==> src/rtl/chunked_serial_adder.sv <==
// Multi-cycle WIDTH-bit adder, CHUNK bits per clock; done pulses with sum/cout.
// Define CHUNKED_ADDER_OVF_EN to add the signed overflow output ovf.
module chunked_serial_adder #(
  parameter int WIDTH = 16,
  parameter int CHUNK = 4
) (
  input  logic             clk,
  input  logic             rst_n,
  input  logic             start,
  input  logic [WIDTH-1:0] a,
  input  logic [WIDTH-1:0] b,
  input  logic             ci,
  output logic             busy,
  output logic             done,
  output logic [WIDTH-1:0] sum,
  output logic             cout
`ifdef CHUNKED_ADDER_OVF_EN
  ,
  output logic             ovf
`endif
);

  localparam int NCHUNK = WIDTH / CHUNK;
  localparam int IW = (NCHUNK > 1) ? $clog2(NCHUNK) : 1;

  typedef enum logic {
    IDLE,
    RUN
  } state_t;

  state_t           state;
  logic [WIDTH-1:0] ra;
  logic [WIDTH-1:0] rb;
  logic [WIDTH-1:0] partial;
  logic [WIDTH-1:0] partial_n;
  logic             carry;
  logic [IW-1:0]    idx;

  logic [CHUNK-1:0] ca;
  logic [CHUNK-1:0] cb;
  logic [CHUNK-1:0] s;
  logic             c;
  logic             last;

  always_comb begin
    ca        = ra[idx*CHUNK +: CHUNK];
    cb        = rb[idx*CHUNK +: CHUNK];
    {c, s}    = {1'b0, ca} + {1'b0, cb}
              + {{CHUNK{1'b0}}, carry};
    partial_n = partial;
    partial_n[idx*CHUNK +: CHUNK] = s;
    last      = (idx == IW'(NCHUNK - 1));
  end

`ifdef CHUNKED_ADDER_OVF_EN
  // Carry into the MSB recovered from the MSB's own sum bit.
  logic msb_cin;
  assign msb_cin = ca[CHUNK-1] ^ cb[CHUNK-1] ^ s[CHUNK-1];
`endif

  always_ff @(posedge clk or negedge rst_n) begin
    if (!rst_n) begin
      state   <= IDLE;
      busy    <= 1'b0;
      done    <= 1'b0;
      sum     <= '0;
      cout    <= 1'b0;
      ra      <= '0;
      rb      <= '0;
      partial <= '0;
      carry   <= 1'b0;
      idx     <= '0;
`ifdef CHUNKED_ADDER_OVF_EN
      ovf     <= 1'b0;
`endif
    end else begin
      done <= 1'b0;
      unique case (state)
        IDLE: begin
          if (start) begin
            ra      <= a;
            rb      <= b;
            carry   <= ci;
            partial <= '0;
            idx     <= '0;
            busy    <= 1'b1;
            state   <= RUN;
          end
        end
        RUN: begin
          partial <= partial_n;
          carry   <= c;
          idx     <= idx + 1'b1;
          if (last) begin
            sum   <= partial_n;
            cout  <= c;
            done  <= 1'b1;
            busy  <= 1'b0;
            state <= IDLE;
`ifdef CHUNKED_ADDER_OVF_EN
            ovf   <= msb_cin ^ c;
`endif
          end
        end
        default: state <= IDLE;
      endcase
    end
  end

endmodule

==> config.mk <==
export PLATFORM = sky130hd
export DESIGN_NAME = chunked_serial_adder
export DESIGN_NICKNAME = d
export VERILOG_FILES = /design/src/rtl/chunked_serial_adder.sv
export SDC_FILE = /design/constraint.sdc
export NUM_CORES = 1
export LEC_CHECK = 0
export BUFFER_PORTS_ARGS = -buffer_cell sky130_fd_sc_hd__buf_2
export CAP_MARGIN = 40
export CORE_MARGIN = 2
export CORE_UTILIZATION = 60
export CTS_CLUSTER_DIAMETER = 60
export DETAILED_ROUTE_END_ITERATION = 6
export GPL_TIMING_DRIVEN = 0
export PLACE_DENSITY = 0.84
export SYNTH_ARGS = -nofsm -noshare
export SYNTH_HDL_FRONTEND = slang
export SYNTH_SLANG_ARGS = --single-unit
==> constraint.sdc <==
create_clock -name clk -period 8.9 [get_ports clk]
set_clock_uncertainty 0.05 [all_clocks]
set_input_delay 1.78 -clock clk [delete_from_list [all_inputs] [get_ports clk]]
set_output_delay 1.78 -clock clk [all_outputs]
set_load 0.02 [all_outputs]
# Word level (Yosys, flattened, before mapping)
# Cells that the tools add are included.
# op_classes
addsub,4
n_mul,0
div,0
magnitude_cmp,0
eq_ne,3
shift,4
n_mux,15
n_bitwise,1
n_reduce_logical,3
# ops
op,count
negator 4 -> 34 bit,1
"variable shift 4 x 34 -> 16 bit, first input constant",1
variable part select 4 x 34 -> 16 bit,1
case mux 16 bit (2 select lines),1
variable part select 16 x 5 -> 4 bit,2
bitwise mux 16 bit,1
2-to-1 mux 16 bit,1
2-to-1 mux 1 bit,7
case mux 1 bit (2 select lines),3
AND reduction 2 bit,3
adder 4 x 4 -> 5 bit,1
adder 5 x 1 -> 5 bit,1
case mux 2 bit (2 select lines),1
"adder 2 x 1 -> 2 bit, second input constant",1
"equality test 2 bit, second input constant",1
2-to-1 mux 2 bit,1
"inequality test 2 x 1 -> 1 bit, second input constant",1
"inequality test 2 bit, second input constant",1
inverter 1 bit,1
# totals
regBits,71
latch_bits,0
ram_bits,0
romBits,0
input_bits,36
out_inout_bits,19
word_cells,40
mem_count,0

# Longest topological paths before layout
# logic_depth
ltp_word,6
ltp_mapped,9
ltp_nobuf,7

# Worst setup path before layout
# No wires, ideal clock.
# synth_timing
path_kind,reg-to-reg
startpoint,register idx[0]
endpoint,register sum[2]
setup_ns,0.125
arrival_time_ns,2.736
required_time_ns,8.725
path_slack_ns,5.989
stages_incl_launch_ff,9
n_path_buf,2
period_less_slack_ns,2.911
path_cell_list,dfrtp_1 -> buf_6 -> buf_6 -> mux4_2 -> fa_1 -> fa_1 -> xnor2_1 -> o22ai_1 -> mux2_2
# synth_via
elab_chain_len,5
elab_cells_between_ends,10
classes_between,3 x add/sub; 1 x eq/ne; 4 x shift; 1 x mux; 1 x reduce/logical
# synth_lines
item,line,rtl
from (decl),37,logic [IW-1:0] idx;
from (signal assigned),93,idx <= idx + 1'b1;
"variable part select 16 x 5 -> 4 bit, on equally long branches","46, 47",
adder 4 x 4 -> 5 bit,48,"{c, s} = {1'b0, ca} + {1'b0, cb}"
adder 5 x 1 -> 5 bit,49,"+ {{CHUNK{1'b0}}, carry};"
variable part select 4 x 34 -> 16 bit,51,partial_n[idx*CHUNK +: CHUNK] = s;
bitwise mux 16 bit,51,
to (signal assigned),95,sum <= partial_n;
to (decl),15,"output logic [WIDTH-1:0] sum,"
# Parallel ways exist; a longest one is shown, timed or not.
# A chain may end at the register's enable or synchronous reset.

# Worst setup path after layout
# layout_timing
startpoint,register idx[1]
endpoint,register sum[2]
# Same word-level chain as after synthesis.

==> results.py <==
metrics = {
    "outcome": {
        "outcome": "complete, no violations",
    },
    "critical_path": {
        "r2r_cells": 7,
        "crit_end": "sum[2]$_DFFE_PN0P_",
        "worst_setup_path_start_kind": "register",
        "worstPathArrival_ns": 3.51,
        "worstSetupStartpoint": "idx[1]$_DFFE_PN0P_",
        "reg2reg_to": "sum[2]$_DFFE_PN0P_",
        "endpoint_kind": "register",
        "cp.required_ns": 9.09,
        "r2r-start": "idx[1]$_DFFE_PN0P_",
        "crit_fanout": 9,
        "rrSetupSlack_ns": 5.58,
        "path_class": "register to register",
    },
    "clocking": {
        "clockRootBuffer": "clkbuf_8",
        "clkLatencyLatePin_ns": 0.35,
        "path_clk_slew_ns": 0.08,
        "htreeDepth": 3,
        "cts_setup_buffers": 0,
        "clock_path_buffers": 2,
        "cts_made_buffers": 9,
        "cts_tree": "done",
        "post_cts_resized": 0,
        "ctsHoldBuffers": 0,
        "cts_sinks": 71,
    },
    "drt": {
        "avgRoutedWirePerCell_um": 17.4,
        "drt_wl_total_um": 7020,
        "drtIter0Drc": 126,
        "drc": 0,
        "postRouteAntennaNets": 0,
        "avgViaCountPerCell": 5.72,
        "via_count": 2311,
        "drtPass1Iterations": 4,
    },
    "timing": {
        "worstMarginPinSlew_ns": 0.626,
        "setup_viol": 0,
        "hold_viol": 0,
        "clock.fmax_mhz": 301,
        "finalCritPeriodShare_pct": 37.3,
        "relSlewSlack_pct": 58.3,
        "drv_slew": 0,
        "finalSetupTns_ns": 0,
        "period_needed_ns": 3.32,
        "rsz0062_at_grt": "no",
    },
    "synthesis": {
        "yosys.cell_types.count": 44,
        "ys_ff_latch": 71,
        "synth_common_cells": "dfrtp_1, mux2_2, a21oi_1, nand2_1, nor2_1",
        "synth_edf_count": 0,
        "synthArstFlopShare_pct": 100,
        "yosys_most_used_dff": "dfrtp_1",
        "synth.most_common_cell": "dfrtp_1",
        "postSynthCellCount": 262,
        "avgSynthCellArea_um2": 13.1,
        "yosys_warnings": 0,
        "synth.area.top_cells": "dfrtp_1, mux2_2, mux4_2, ha_1, buf_6",
        "synth_top_area_cell": "dfrtp_1",
        "yosysTopAreaCellShare_pct": 51.9,
        "netlist_area_mm2": 0.00342,
        "yosysSeqAreaShare_pct": 51.9,
        "syn-num-nets": 309,
    },
    "power_and_ir_drop": {
        "vdd_ir_drop_max_mv": 0.273,
        "power.density_mw_per_mm2": 432,
        "p_leak_uw": 0.00187,
        "total_power_uw": 1740,
    },
    "global_route": {
        "first_global_vias": 2503,
        "grt_max_degree": 51,
        "gr-usage-all-layers_pct": 25.2,
        "grt_pass1_wl_um": 12000,
        "overflow": 0,
        "antenna_found_initial": 0,
    },
    "placed_design": {
        "gp_congestion": 0.884,
        "io_buffers": 53,
        "hpwl_um": 4990,
    },
    "final_layout": {
        "fillers": 399,
        "layout-drive-gt1-share_pct": 41.3,
        "n_antenna_cell": 0,
        "nNetsFinal": 374,
        "synthToLayoutAreaGrowth_pct": 17.7,
    },
    "worst_hold_path": {
        "holdCritStartpoint": "sum[10]$_DFFE_PN0P_",
        "hold_path_class": "register to register",
    },
    "floorplan": {
        "rows": 27,
        "ioPinCount": 55,
        "chipHeight_um": 79.5,
        "coreArea_mm2": 0.00551,
        "dieArea_mm2": 0.00632,
        "initial_core_util_pct": 62.1,
        "dieWidth_um": 79.5,
    },
    "run": {
        "cap_violations": 0,
    },
}
-- worst max-delay path, cell delays in order, from the launching register on --
cell and delay (ns):
dfrtp_1 0.43, clkbuf_1 0.51, mux4_2 0.44, fa_1 0.45
fa_1 0.43, xnor2_1 0.42, o22ai_1 0.19, mux2_2 0.30
-- worst min path at each step --
stage / to / slack (ns) / cells past startpoint
global route: sum[10]$_DFFE_PN0P_ / 0.45 / 1
finish: sum[10]$_DFFE_PN0P_ / 0.44 / 1
floorplan: rb[1]$_DFFE_PN0P_ / 0.40 / 1
detailed placement: rb[3]$_DFFE_PN0P_ / 0.42 / 1
CTS: sum[10]$_DFFE_PN0P_ / 0.44 / 1
global placement: sum[10]$_DFFE_PN0P_ / 0.42 / 1
-- registers in the layout (all words and copies together), names as in the netlist --
signal and flops:
busy 1, carry 1, cout 1, done 1, idx 2, partial 16, ra 16, rb 16
state 1, sum 16
-- cells in the final DEF (no fill, tap or decap), types with 2 or more instances in the layout --
cell,count
clkbuf_8,9
o21ai_0,3
buf_4,2
nor3_1,2
nand2_1,14
clkinv_2,2
nor2_1,13
dfrtp_1,71
a21oi_1,15
clkbuf_1,2
nor2b_1,9
bufinv_16,2
o22ai_1,2
nand4bb_1,2
clkinv_4,2
a22oi_1,2
buf_6,7
mux4_2,8
a22o_1,3
ha_1,9
buf_2,57
o22a_1,6
fa_1,2
nand2b_1,12
mux2i_1,6
inv_1,7
mux2_1,3
o31ai_1,3
mux2_2,36
-- power by group --
group | internal, µW | leakage, µW | switching (µW)
clock | 159 | 0.000114 | 129
combinational | 411 | 0.000883 | 482
sequential | 477 | 0.000878 | 80.9
-- area by class of cell --
class	instances	area (µm²)	share of cell area, %
buffer	16	123	3.05
clock buffer	9	124	3.08
clock inverter	7	96.3	2.39
inverter	7	26.3	0.653
multi-input combinational	168	1500	37.1
sequential	71	1780	44.1
tap	72	90.1	2.24
timing repair buffer	54	295	7.33
-- metrics by stage --
stage | cells | hold WS (ns) | instance area (µm²) | worst slack [ns] | utilization [%]
6_report | 404 | 0.441 | 4030 | 5.58 | 73.1
5_1_grt | 404 | 0.451 | 4030 | 5.49 | 73.1
4_1_cts | 404 | 0.441 | 4030 | 5.59 | 73.1
3_5_place_dp | 388 | 0.423 | 3810 | 5.61 | 69.1
3_3_place_gp | 387 | 0.421 | 3780 | 5.64 | 68.6
2_1_floorplan | 262 | 0.403 | 3420 | 5.99 | -
-- logic make-up after synthesis --
group,share of synthesized area [%]
flip-flops,51.9
AO/OA/AOI/OAI,8.92
AND/OR/NAND/NOR,10.2
XOR/XNOR,0.256
buffers and inverters,4.35
multiplexers,19.9
adder cells (fa/ha/maj),4.46
-- routing by layer --
| metal | part of all wire [%] | global-route usage [%] | vias to the layer above |
|---|---|---|---|
| li1 | - | - | 1068 |
| met1 | 41 | 31.0 | 1164 |
| met2 | 52 | 43.0 | 67 |
| met3 | 4.8 | 5.32 | 12 |
| met4 | 1.6 | 10.7 | 0 |
| met5 | 0 | 0 | - |
(Power assumes the default switching activity.)
